<file path="config.mk">
export PLATFORM = sky130hd
export DESIGN_NAME = instruction_decode_stage_flat
export DESIGN_NICKNAME = d
export VERILOG_FILES = /design/src/rtl/instruction_decode_stage_if.sv /design/src/rtl/instruction_decode_stage.sv /design/src/flat_wrapper.sv
export SDC_FILE = /design/constraint.sdc
export NUM_CORES = 2
export LEC_CHECK = 0
export ABC_AREA = 1
export BUFFER_PORTS_ARGS = -buffer_cell sky130_fd_sc_hd__buf_2
export CAP_MARGIN = 15
export CORE_MARGIN = 2
export CORE_UTILIZATION = 30
export CTS_CLUSTER_DIAMETER = 150
export DETAILED_ROUTE_END_ITERATION = 7
export PLACE_DENSITY = 0.43
export REMOVE_ABC_BUFFERS = 1
export SLEW_MARGIN = 15
export SYNTH_ARGS = -nofsm -noshare
export SYNTH_HDL_FRONTEND = slang
export SYNTH_SLANG_ARGS = --single-unit
</file>
<file path="constraint.sdc">
create_clock -name CLK -period 108.5 [get_ports CLK]
set_input_delay 16.275 -clock CLK [delete_from_list [all_inputs] [get_ports CLK]]
set_output_delay 16.275 -clock CLK [all_outputs]
set_load 0.01 [all_outputs]
</file>
<file path="src/rtl/instruction_decode_stage_if.sv">
// Bus between the decode stage and its neighbours: the fetch/writeback/MEM
// inputs, the combinational fetch controls and the ID/EX pipeline register.
interface instruction_decode_stage_if;
  logic [31:0] Instruction1;
  logic [31:0] PC1;
  logic        RegWriteWB;
  logic [4:0]  WriteRegWB;
  logic [31:0] WriteDataWB;
  logic        RegWriteMEM;
  logic        MemReadMEM;
  logic [4:0]  WriteRegMEM;
  logic [31:0] ALUResultMEM;
  logic        Stall;
  logic        PCsrc;
  logic [31:0] inMux;
  logic [31:0] ReadData1_2;
  logic [31:0] ReadData2_2;
  logic [31:0] SignExt2;
  logic [4:0]  Rs2;
  logic [4:0]  Rt2;
  logic [4:0]  Dest2;
  logic        RegWrite2;
  logic        MemtoReg2;
  logic        MemRead2;
  logic        MemWrite2;
  logic        ALUSrc2;
  logic [1:0]  ALUOp2;

  modport slave (
    input  Instruction1, PC1, RegWriteWB, WriteRegWB, WriteDataWB,
           RegWriteMEM, MemReadMEM, WriteRegMEM, ALUResultMEM,
    output Stall, PCsrc, inMux, ReadData1_2, ReadData2_2, SignExt2,
           Rs2, Rt2, Dest2, RegWrite2, MemtoReg2, MemRead2, MemWrite2,
           ALUSrc2, ALUOp2
  );

  modport master (
    output Instruction1, PC1, RegWriteWB, WriteRegWB, WriteDataWB,
           RegWriteMEM, MemReadMEM, WriteRegMEM, ALUResultMEM,
    input  Stall, PCsrc, inMux, ReadData1_2, ReadData2_2, SignExt2,
           Rs2, Rt2, Dest2, RegWrite2, MemtoReg2, MemRead2, MemWrite2,
           ALUSrc2, ALUOp2
  );
endinterface

</file>
<file path="src/rtl/instruction_decode_stage.sv">
// MIPS ID stage: register file, control decode, early beq/j resolution and
// hazard stall. Optional macro BRANCH_FWD_EN forwards MEM ALU results to the
// branch comparator instead of stalling.
module instruction_decode_stage (
  input logic                       CLK,
  input logic                       RST,
  instruction_decode_stage_if.slave bus
);
  localparam int unsigned DW   = 32;
  localparam int unsigned AW   = 5;
  localparam int unsigned NREG = 32;

  localparam logic [5:0] OP_RTYPE = 6'h00;
  localparam logic [5:0] OP_LW    = 6'h23;
  localparam logic [5:0] OP_SW    = 6'h2B;
  localparam logic [5:0] OP_ADDI  = 6'h08;
  localparam logic [5:0] OP_BEQ   = 6'h04;
  localparam logic [5:0] OP_J     = 6'h02;

  logic [DW-1:0] regs_q [NREG];

  logic [5:0]    opcode;
  logic [AW-1:0] rs, rt, rd;
  logic [DW-1:0] sign_ext, pc_plus4, branch_tgt, jump_tgt;
  logic [DW-1:0] rd1, rd2, cmp_a, cmp_b;

  assign opcode   = bus.Instruction1[31:26];
  assign rs       = bus.Instruction1[25:21];
  assign rt       = bus.Instruction1[20:16];
  assign rd       = bus.Instruction1[15:11];
  assign sign_ext = {{16{bus.Instruction1[15]}}, bus.Instruction1[15:0]};
  assign pc_plus4   = bus.PC1 + DW'(4);
  assign branch_tgt = pc_plus4 + {sign_ext[DW-3:0], 2'b00};
  assign jump_tgt   = {pc_plus4[31:28], bus.Instruction1[25:0], 2'b00};

  // Register file; $0 is never written.
  always_ff @(posedge CLK or posedge RST) begin
    if (RST) begin
      for (int i = 0; i < NREG; i++) regs_q[i] <= '0;
    end else if (bus.RegWriteWB && (bus.WriteRegWB != '0)) begin
      regs_q[bus.WriteRegWB] <= bus.WriteDataWB;
    end
  end

  // Reads see a same-cycle writeback to the same register.
  assign rd1 = (rs == '0) ? '0 :
               (bus.RegWriteWB && (bus.WriteRegWB == rs)) ? bus.WriteDataWB : regs_q[rs];
  assign rd2 = (rt == '0) ? '0 :
               (bus.RegWriteWB && (bus.WriteRegWB == rt)) ? bus.WriteDataWB : regs_q[rt];

  // Control decode
  logic          is_beq, is_j, uses_rt;
  logic          regwrite_c, memtoreg_c, memread_c, memwrite_c, alusrc_c;
  logic [1:0]    aluop_c;
  logic [AW-1:0] dest_c;

  always_comb begin
    regwrite_c = 1'b0;
    memtoreg_c = 1'b0;
    memread_c  = 1'b0;
    memwrite_c = 1'b0;
    alusrc_c   = 1'b0;
    aluop_c    = 2'b00;
    dest_c     = '0;
    is_beq     = 1'b0;
    is_j       = 1'b0;
    uses_rt    = 1'b0;
    case (opcode)
      OP_RTYPE: begin
        if (bus.Instruction1 != '0) begin
          regwrite_c = 1'b1;
          aluop_c    = 2'b10;
          dest_c     = rd;
          uses_rt    = 1'b1;
        end
      end
      OP_LW: begin
        regwrite_c = 1'b1;
        memread_c  = 1'b1;
        memtoreg_c = 1'b1;
        alusrc_c   = 1'b1;
        dest_c     = rt;
      end
      OP_SW: begin
        memwrite_c = 1'b1;
        alusrc_c   = 1'b1;
        uses_rt    = 1'b1;
      end
      OP_ADDI: begin
        regwrite_c = 1'b1;
        alusrc_c   = 1'b1;
        dest_c     = rt;
      end
      OP_BEQ: begin
        is_beq  = 1'b1;
        uses_rt = 1'b1;
      end
      OP_J:    is_j = 1'b1;
      default: ;
    endcase
  end

  logic mem_hit_rs, mem_hit_rt;
  assign mem_hit_rs = (bus.WriteRegMEM != '0) && (bus.WriteRegMEM == rs);
  assign mem_hit_rt = (bus.WriteRegMEM != '0) && (bus.WriteRegMEM == rt);

`ifdef BRANCH_FWD_EN
  logic fwd_ok;
  assign fwd_ok = bus.RegWriteMEM && !bus.MemReadMEM;
  assign cmp_a  = (fwd_ok && mem_hit_rs) ? bus.ALUResultMEM : rd1;
  assign cmp_b  = (fwd_ok && mem_hit_rt) ? bus.ALUResultMEM : rd2;
  logic mem_alu_hazard;
  assign mem_alu_hazard = 1'b0;
`else
  logic unused_alu_result;
  assign unused_alu_result = ^bus.ALUResultMEM;
  assign cmp_a = rd1;
  assign cmp_b = rd2;
  logic mem_alu_hazard;
  assign mem_alu_hazard = is_beq && bus.RegWriteMEM && (mem_hit_rs || mem_hit_rt);
`endif

  // Hazard detection against the ID/EX and MEM occupants
  logic load_use, br_ex, br_mem_load, stall_c;
  assign load_use = bus.MemRead2 && (bus.Rt2 != '0) &&
                    ((bus.Rt2 == rs) || (uses_rt && (bus.Rt2 == rt)));
  assign br_ex    = is_beq && bus.RegWrite2 && (bus.Dest2 != '0) &&
                    ((bus.Dest2 == rs) || (bus.Dest2 == rt));
  assign br_mem_load = is_beq && bus.MemReadMEM && (mem_hit_rs || mem_hit_rt);
  assign stall_c  = load_use || br_ex || br_mem_load || mem_alu_hazard;

  assign bus.Stall = stall_c;
  assign bus.PCsrc = !stall_c && (is_j || (is_beq && (cmp_a == cmp_b)));
  assign bus.inMux = is_j ? jump_tgt : branch_tgt;

  // ID/EX pipeline register; a stall inserts an all-zero bubble.
  logic [DW-1:0] rdata1_q, rdata1_d, rdata2_q, rdata2_d, sext_q, sext_d;
  logic [AW-1:0] rs_q, rs_d, rt_q, rt_d, dest_q, dest_d;
  logic          regwrite_q, regwrite_d, memtoreg_q, memtoreg_d;
  logic          memread_q, memread_d, memwrite_q, memwrite_d, alusrc_q, alusrc_d;
  logic [1:0]    aluop_q, aluop_d;

  always_comb begin
    rdata1_d   = '0;
    rdata2_d   = '0;
    sext_d     = '0;
    rs_d       = '0;
    rt_d       = '0;
    dest_d     = '0;
    regwrite_d = 1'b0;
    memtoreg_d = 1'b0;
    memread_d  = 1'b0;
    memwrite_d = 1'b0;
    alusrc_d   = 1'b0;
    aluop_d    = 2'b00;
    if (!stall_c) begin
      rdata1_d   = rd1;
      rdata2_d   = rd2;
      sext_d     = sign_ext;
      rs_d       = rs;
      rt_d       = rt;
      dest_d     = dest_c;
      regwrite_d = regwrite_c;
      memtoreg_d = memtoreg_c;
      memread_d  = memread_c;
      memwrite_d = memwrite_c;
      alusrc_d   = alusrc_c;
      aluop_d    = aluop_c;
    end
  end

  always_ff @(posedge CLK or posedge RST) begin
    if (RST) begin
      rdata1_q   <= '0;
      rdata2_q   <= '0;
      sext_q     <= '0;
      rs_q       <= '0;
      rt_q       <= '0;
      dest_q     <= '0;
      regwrite_q <= 1'b0;
      memtoreg_q <= 1'b0;
      memread_q  <= 1'b0;
      memwrite_q <= 1'b0;
      alusrc_q   <= 1'b0;
      aluop_q    <= 2'b00;
    end else begin
      rdata1_q   <= rdata1_d;
      rdata2_q   <= rdata2_d;
      sext_q     <= sext_d;
      rs_q       <= rs_d;
      rt_q       <= rt_d;
      dest_q     <= dest_d;
      regwrite_q <= regwrite_d;
      memtoreg_q <= memtoreg_d;
      memread_q  <= memread_d;
      memwrite_q <= memwrite_d;
      alusrc_q   <= alusrc_d;
      aluop_q    <= aluop_d;
    end
  end

  assign bus.ReadData1_2 = rdata1_q;
  assign bus.ReadData2_2 = rdata2_q;
  assign bus.SignExt2    = sext_q;
  assign bus.Rs2         = rs_q;
  assign bus.Rt2         = rt_q;
  assign bus.Dest2       = dest_q;
  assign bus.RegWrite2   = regwrite_q;
  assign bus.MemtoReg2   = memtoreg_q;
  assign bus.MemRead2    = memread_q;
  assign bus.MemWrite2   = memwrite_q;
  assign bus.ALUSrc2     = alusrc_q;
  assign bus.ALUOp2      = aluop_q;
endmodule
</file>
<file path="src/flat_wrapper.sv">
// flat-port wrapper written by rule: the top's interface ports become plain ports
module instruction_decode_stage_flat 
  (CLK, RST, bus_Instruction1, bus_PC1, bus_RegWriteWB, bus_WriteRegWB, bus_WriteDataWB, bus_RegWriteMEM, bus_MemReadMEM, bus_WriteRegMEM, bus_ALUResultMEM, bus_Stall, bus_PCsrc, bus_inMux, bus_ReadData1_2, bus_ReadData2_2, bus_SignExt2, bus_Rs2, bus_Rt2, bus_Dest2, bus_RegWrite2, bus_MemtoReg2, bus_MemRead2, bus_MemWrite2, bus_ALUSrc2, bus_ALUOp2);
  instruction_decode_stage_if bus_i ();
  input logic CLK;
  input logic RST;
  input wire logic [$bits(bus_i.Instruction1)-1:0] bus_Instruction1;
  input wire logic [$bits(bus_i.PC1)-1:0] bus_PC1;
  input wire logic [$bits(bus_i.RegWriteWB)-1:0] bus_RegWriteWB;
  input wire logic [$bits(bus_i.WriteRegWB)-1:0] bus_WriteRegWB;
  input wire logic [$bits(bus_i.WriteDataWB)-1:0] bus_WriteDataWB;
  input wire logic [$bits(bus_i.RegWriteMEM)-1:0] bus_RegWriteMEM;
  input wire logic [$bits(bus_i.MemReadMEM)-1:0] bus_MemReadMEM;
  input wire logic [$bits(bus_i.WriteRegMEM)-1:0] bus_WriteRegMEM;
  input wire logic [$bits(bus_i.ALUResultMEM)-1:0] bus_ALUResultMEM;
  output wire logic [$bits(bus_i.Stall)-1:0] bus_Stall;
  output wire logic [$bits(bus_i.PCsrc)-1:0] bus_PCsrc;
  output wire logic [$bits(bus_i.inMux)-1:0] bus_inMux;
  output wire logic [$bits(bus_i.ReadData1_2)-1:0] bus_ReadData1_2;
  output wire logic [$bits(bus_i.ReadData2_2)-1:0] bus_ReadData2_2;
  output wire logic [$bits(bus_i.SignExt2)-1:0] bus_SignExt2;
  output wire logic [$bits(bus_i.Rs2)-1:0] bus_Rs2;
  output wire logic [$bits(bus_i.Rt2)-1:0] bus_Rt2;
  output wire logic [$bits(bus_i.Dest2)-1:0] bus_Dest2;
  output wire logic [$bits(bus_i.RegWrite2)-1:0] bus_RegWrite2;
  output wire logic [$bits(bus_i.MemtoReg2)-1:0] bus_MemtoReg2;
  output wire logic [$bits(bus_i.MemRead2)-1:0] bus_MemRead2;
  output wire logic [$bits(bus_i.MemWrite2)-1:0] bus_MemWrite2;
  output wire logic [$bits(bus_i.ALUSrc2)-1:0] bus_ALUSrc2;
  output wire logic [$bits(bus_i.ALUOp2)-1:0] bus_ALUOp2;
  assign bus_i.Instruction1 = bus_Instruction1;
  assign bus_i.PC1 = bus_PC1;
  assign bus_i.RegWriteWB = bus_RegWriteWB;
  assign bus_i.WriteRegWB = bus_WriteRegWB;
  assign bus_i.WriteDataWB = bus_WriteDataWB;
  assign bus_i.RegWriteMEM = bus_RegWriteMEM;
  assign bus_i.MemReadMEM = bus_MemReadMEM;
  assign bus_i.WriteRegMEM = bus_WriteRegMEM;
  assign bus_i.ALUResultMEM = bus_ALUResultMEM;
  assign bus_Stall = bus_i.Stall;
  assign bus_PCsrc = bus_i.PCsrc;
  assign bus_inMux = bus_i.inMux;
  assign bus_ReadData1_2 = bus_i.ReadData1_2;
  assign bus_ReadData2_2 = bus_i.ReadData2_2;
  assign bus_SignExt2 = bus_i.SignExt2;
  assign bus_Rs2 = bus_i.Rs2;
  assign bus_Rt2 = bus_i.Rt2;
  assign bus_Dest2 = bus_i.Dest2;
  assign bus_RegWrite2 = bus_i.RegWrite2;
  assign bus_MemtoReg2 = bus_i.MemtoReg2;
  assign bus_MemRead2 = bus_i.MemRead2;
  assign bus_MemWrite2 = bus_i.MemWrite2;
  assign bus_ALUSrc2 = bus_i.ALUSrc2;
  assign bus_ALUOp2 = bus_i.ALUOp2;
  instruction_decode_stage u_core (.CLK(CLK), .RST(RST), .bus(bus_i));
endmodule
</file>
== Yosys cells after proc, flatten, opt, wreduce, memory -nomap -nowiden ==
Cells that the tools add are included.

* Bits of input ports: 143
* Bits in registers: 1,141
* Logic and storage cells: 140
* Output and inout port bits: 152

* Magnitude comparators: 4
* Bitwise gates (word level): 3
* Eq/ne operators: 14
* Multiplexer cells: 37
* Add/sub/neg operators: 2
* Reduce and logical (&&, ||, !) cells: 37

{| class="wikitable"
|+ Operators with widths
! kind !! count
|-
| 1024-bit bitwise mux || 1
|-
| 32-bit two-way mux || 13
|-
| 32-bit binary-select mux with 5-bit select || 2
|-
| 32-bit demux with 5-bit select || 1
|-
| 5-bit == test || 8
|-
| 32-bit by 3-bit adder with 32-bit output, second input constant || 1
|-
| 32-bit adder || 1
|-
| 32-bit == test || 1
|-
| 32-bit nonzero test || 1
|-
| 5-bit two-way mux || 4
|-
| 5-bit nonzero test || 4
|-
| 6-bit greater-or-equal comparator, second input constant || 3
|-
| 1-bit logical AND || 18
|-
| 5-bit inverter with 6-bit output || 3
|-
| 6-bit == test, second input constant || 2
|-
| 5-bit zero test || 2
|-
| 1-bit two-way mux || 10
|-
| 5-bit one-hot mux with 2 select lines || 1
|-
| 1-bit logical OR || 7
|-
| 6-bit by 2-bit == test with 1-bit output, second input constant || 1
|-
| 6-bit by 3-bit == test with 1-bit output, second input constant || 1
|-
| 6-bit by 4-bit == test with 1-bit output, second input constant || 1
|-
| 6-bit zero test || 1
|-
| 6-bit by 1-bit less-than comparator with 1-bit output, second input constant || 1
|-
| 5 further kinds || 9
|}

== Depth between registers and ports, before layout ==
* Depth in word-level cells: 11
* Gate-level depth with buffers: 24
* Gate-level depth less buffers: 22

== Worst setup path before layout ==
OpenSTA, ideal clock, no wires.

* Path type: input to output
* From: input port bus_PC1[2]
* To: output port bus_inMux[31]
* Arrival: 19,093 ps
* Stages: 19
* Path slack: 73,132 ps
* Path buffers: 0
* Data required time: 92,225 ps
* Cell sequence: nand3_1 -> nor2_1 -> nand2_1 -> nor3_1 -> nand4_1 -> nor2_1 -> nand3_1 -> nor2_2 -> nand3_1 -> xor2_1 -> inv_1 -> ha_1 -> inv_1 -> nor4_1 -> a221oi_1 -> nand2_1 -> a21oi_1 -> o21ai_0 -> xor2_1

* Cells in the longest elaborated chain, start to end: 3

{| class="wikitable"
|+ Ends and longest elaborated chain
! element !! line !! RTL
|-
| start: declaration || flat_wrapper.sv:8 || <nowiki>input wire logic [$bits(bus_i.PC1)-1:0] bus_PC1;</nowiki>
|-
| 32-bit by 3-bit adder with 32-bit output (*) || instruction_decode_stage.sv:32 || <nowiki>assign pc_plus4 = bus.PC1 + DW'(4);</nowiki>
|-
| 32-bit adder || instruction_decode_stage.sv:33 || <nowiki>assign branch_tgt = pc_plus4 + {sign_ext[DW-3:0], 2'b00};</nowiki>
|-
| 32-bit two-way mux (*) || instruction_decode_stage.sv:134 || <nowiki>assign bus.inMux = is_j ? jump_tgt : branch_tgt;</nowiki>
|-
| end: declaration || flat_wrapper.sv:18 || <nowiki>output wire logic [$bits(bus_i.inMux)-1:0] bus_inMux;</nowiki>
|}

Every way passes the cells marked *; elsewhere a longest branch is shown, timed or not.

== Worst setup path in the final report ==
* From: input port bus_Instruction1[21]
* To: output port bus_PCsrc

* Cells in the longest elaborated chain, start to end: 11
* Elaborated cells between the ends (all ways): 32
* Classes of those cells: 5 x eq/ne; 7 x mux; 1 x bitwise; 19 x reduce/logical

{| class="wikitable"
|+ Ends and longest elaborated chain
! element !! line !! RTL
|-
| start: declaration || flat_wrapper.sv:7 || <nowiki>input wire logic [$bits(bus_i.Instruction1)-1:0] bus_Instruction1;</nowiki>
|-
| parallel branches: the longest is 10 deep, another holds 32-bit binary-select mux with 5-bit select || -- ||
|-
| 1-bit logical AND (*) || instruction_decode_stage.sv:133 || <nowiki>assign bus.PCsrc = !stall_c && (is_j || (is_beq && (cmp_a == cmp_b)));</nowiki>
|-
| end: declaration || flat_wrapper.sv:17 || <nowiki>output wire logic [$bits(bus_i.PCsrc)-1:0] bus_PCsrc;</nowiki>
|}

Mark *: on every way between the ends. The select of a mux whose other input is x is not followed.

==> flow_summary.json <==
{
  "status": "finished clean",
  "wire_per_inst_um": 24.55,
  "drc_errors": 0,
  "synth_compound_area_share_pct": 14.62,
  "hold_class": "reg2reg",
  "cts-resized-gates": 0,
  "synth_top_area_share_pct": 42.33,
  "yosys.area.top_type": "dfrtp_1",
  "cts_num_sinks": 1124,
  "synthAdderAreaFrac_pct": 0.6892,
  "r2r_start": "u_core.bus.Rt2[2]",
  "synth_simple_gate_area_share_pct": 30.95,
  "ant_nets": 0,
  "cts_setup_buffers": 0,
  "antenna_found_initial": 20,
  "fin_skew_ps": 32.63,
  "ir_worst_vdd_uv": 11.69,
  "rows": 172,
  "place_congestion": 0.8267,
  "stdcell_area_mm2": 0.07418,
  "fp.dieW_um": 474.6,
  "cts_max_path_buffers": 3,
  "r2r_slack_ps": 105340,
  "core_region_area_mm2": 0.2199,
  "crit_arrival_ps": 22150,
  "multi_input_area_mm2": 0.03147,
  "avgSynthCellArea_um2": 6.842,
  "end_kind": "primary output",
  "ys.flop_type": "dfrtp_1",
  "io_buffers": 261,
  "synth_top_family_by_area": "simple AND/OR/NAND/NOR gates",
  "cts-root-buf": "clkbuf_16",
  "totalWireLength_mm": 308.0,
  "startpoint_type": "input port",
  "hp-start": "u_core.regs_q[996]",
  "drt-initial-drc-count": 7802,
  "grt_max_degree": 152,
  "tightest_slew_ps": 1159,
  "final_nets": 9654,
  "min_path_cells": 0,
  "dpl_cell_area_mm2": 0.06941,
  "cts_buffers": 147,
  "synth-warning-count": 0,
  "ctsHoldBuffers": 0,
  "hpwlAfterDp_mm": 173.5,
  "leakage_nw": 35.74,
  "hold_violations": 0,
  "finalCriticalPeriod_ps": 38430,
  "worstPathRequired_ps": 92220,
  "die_height_um": 474.6,
  "fill_cells": 23810,
  "synth_cell_types": 56,
  "power.density_mw_per_mm2": 17.91,
  "setup_violations": 0,
  "vias_per_cell": 5.248,
  "drive_gt1_share_pct": 7.679,
  "final-seq-area_mm2": 0.02813,
  "ys_seq_area_share_pct": 42.33,
  "overflow": 0,
  "muxShareOfSynthArea_pct": 0,
  "r2r-end": "u_core.bus.ReadData2_2[17]",
  "rr_worst_depth": 8,
  "start_util_pct": 30.21,
  "drt-pass1-iter-count": 6,
  "cts_tree": "yes",
  "vias": 65860,
  "fmax_mhz": 26.02,
  "tns_ps": 0,
  "fin_crit_sh_pct": 35.42,
  "crit_path_max_fanout": 143,
  "grt_pass1_vias": 62010,
  "grt_usage_pct": 26.92,
  "synthCells": 9711,
  "syn_area_mm2": 0.06644,
  "maxSlewHeadroom_pct": 22.76,
  "worstSkewPairLatency_ps": 820,
  "dieArea_mm2": 0.2253,
  "grt_pass1_wl_mm": 445.5,
  "synthTopCellsByArea": "dfrtp_1 42%, nand2_1 18%, nand3_1 9.1%, o21ai_0 8.8%, inv_1 5.3%",
  "ys_async_sr_fraction_pct": 100.0,
  "finalMaxSlewViolations": 0,
  "htreeDepth": 4,
  "rsz0062_at_grt": "no",
  "io_pins": 295,
  "max_cap_violations": 0,
  "clk_pin_slew_worst_paths_ps": 60,
  "synth_edf_count": 0,
  "ys_ff_latch": 1124,
  "holdPathEnd": "u_core.regs_q[996]",
  "area_growth_pct": 11.65,
  "critPathKind": "in2out",
  "synth_xor_area_share_pct": 0.6196
}
-- placed cells by master (no fill, tap or decap), types with 24 or more instances in the layout --
cell type,instances
ha_1,35
clkbuf_1,42
buf_4,138
a21oi_1,230
nor2_1,430
buf_2,253
dfrtp_1,1124
o211ai_1,263
nand3_1,1206
o21ai_0,1171
or2_2,49
clkbuf_16,151
inv_1,936
nand2_1,3209
clkbuf_8,34
o21ai_1,24
xor2_1,30
-- cells by family after synthesis --
kind of cell,after synthesis
buffers and inverters,1745
other,1
AOI/OAI and AO/OA,1767
xor gates and xnor gates,47
adders and majority gates,36
and+or+nand+nor,4991
DFF,1124
-- cell usage after synthesis (all sizes together), types with 18 or more instances --
cell and number:
clkbuf 389, nand3 1215, buf 396, o211ai 263
inv 958, dfrtp 1124, ha 35, o21ai 1195
xor2 30, nor2 452, or2 49, nand2 3220
nor3 18, nand4 24, a21oi 231, o21bai 18
-- area by class of cell --
class	count	share of cell area (%)
multi-input cells	6842	42.42
flip-flops and latches	1124	37.92
clock buffers	225	5.900
well taps	2958	4.989
inverters	960	4.928
repair buffers	400	3.313
clock inverters	34	0.5111
diodes	6	0.02024
-- worst max-delay path, cell delays in order --
cell and delay (ps):
buf_8 170, inv_12 470, buf_4 620, buf_12 630
buf_4 850, nand2_1 140, nand3_1 130, nand2_1 60
nor2_1 80, nand2_1 80, nand2_1 70, nand2_1 50
nand3_1 100, nand2_1 170, nand3_1 320, nand2_1 90
inv_1 50, nand2_1 60, nor2_1 280, nand2_1 90
nor2_1 370, nand2_1 290, a21oi_1 190, buf_2 160
-- where the power goes --
part	switching (mW)	leakage (nW)	internal, mW	total (mW)
sequential	0.0423	13.8	0.501	0.543
combinational	0.197	19.6	0.0935	0.290
clock	0.206	2.34	0.289	0.495
-- registers in the layout, indices dropped and copies added, names as in the netlist --
signal	cells
u_core.bus.ALUOp2	1
u_core.bus.ALUSrc2	1
u_core.bus.Dest2	5
u_core.bus.MemWrite2	1
u_core.bus.MemtoReg2	1
u_core.bus.ReadData1_2	32
u_core.bus.ReadData2_2	32
u_core.bus.RegWrite2	1
u_core.bus.Rs2	5
u_core.bus.Rt2	5
u_core.bus.SignExt2	16
u_core.regs_q	1024
-- worst max-delay path by stage --
stage	startpoint	to	cells past startpoint
finish	bus_Instruction1[21]	bus_PCsrc	24
floorplan	RST	u_core.bus.ALUOp2[1]	1
global route	bus_Instruction1[16]	bus_PCsrc	21
detailed placement	bus_Instruction1[21]	bus_PCsrc	24
CTS	bus_Instruction1[21]	bus_PCsrc	24
global placement	bus_Instruction1[21]	bus_PCsrc	24
-- metal layers --
layer / wire [um] / up-vias / GRT usage (%) / part of all wire (%)
met3: 22400 / 490 / 4.245 / 7.3
met1: 137600 / 32010 / 37.45 / 45
met2: 137600 / 2703 / 42.48 / 45
li1: - / 30640 / - / -
met4: 10320 / 14 / 8.794 / 3.4
met5: 80 / - / 0 / 0.026
-- per-stage QoR --
stage	cells	setup slack (ps)	hold slack (ps)	util [%]	power (mW)
finish	12550	70070	378.0	33.73	1.329
global route	12550	69910	391.1	33.72	1.407
CTS	12540	70150	380.5	33.72	1.337
detailed placement	12280	70180	365.6	31.56	0.8367
global placement	12280	70140	365.7	31.55	0.8313
floorplan	8926	60570	353.7	-	0.7312
Power figures use the tool's default switching activity.
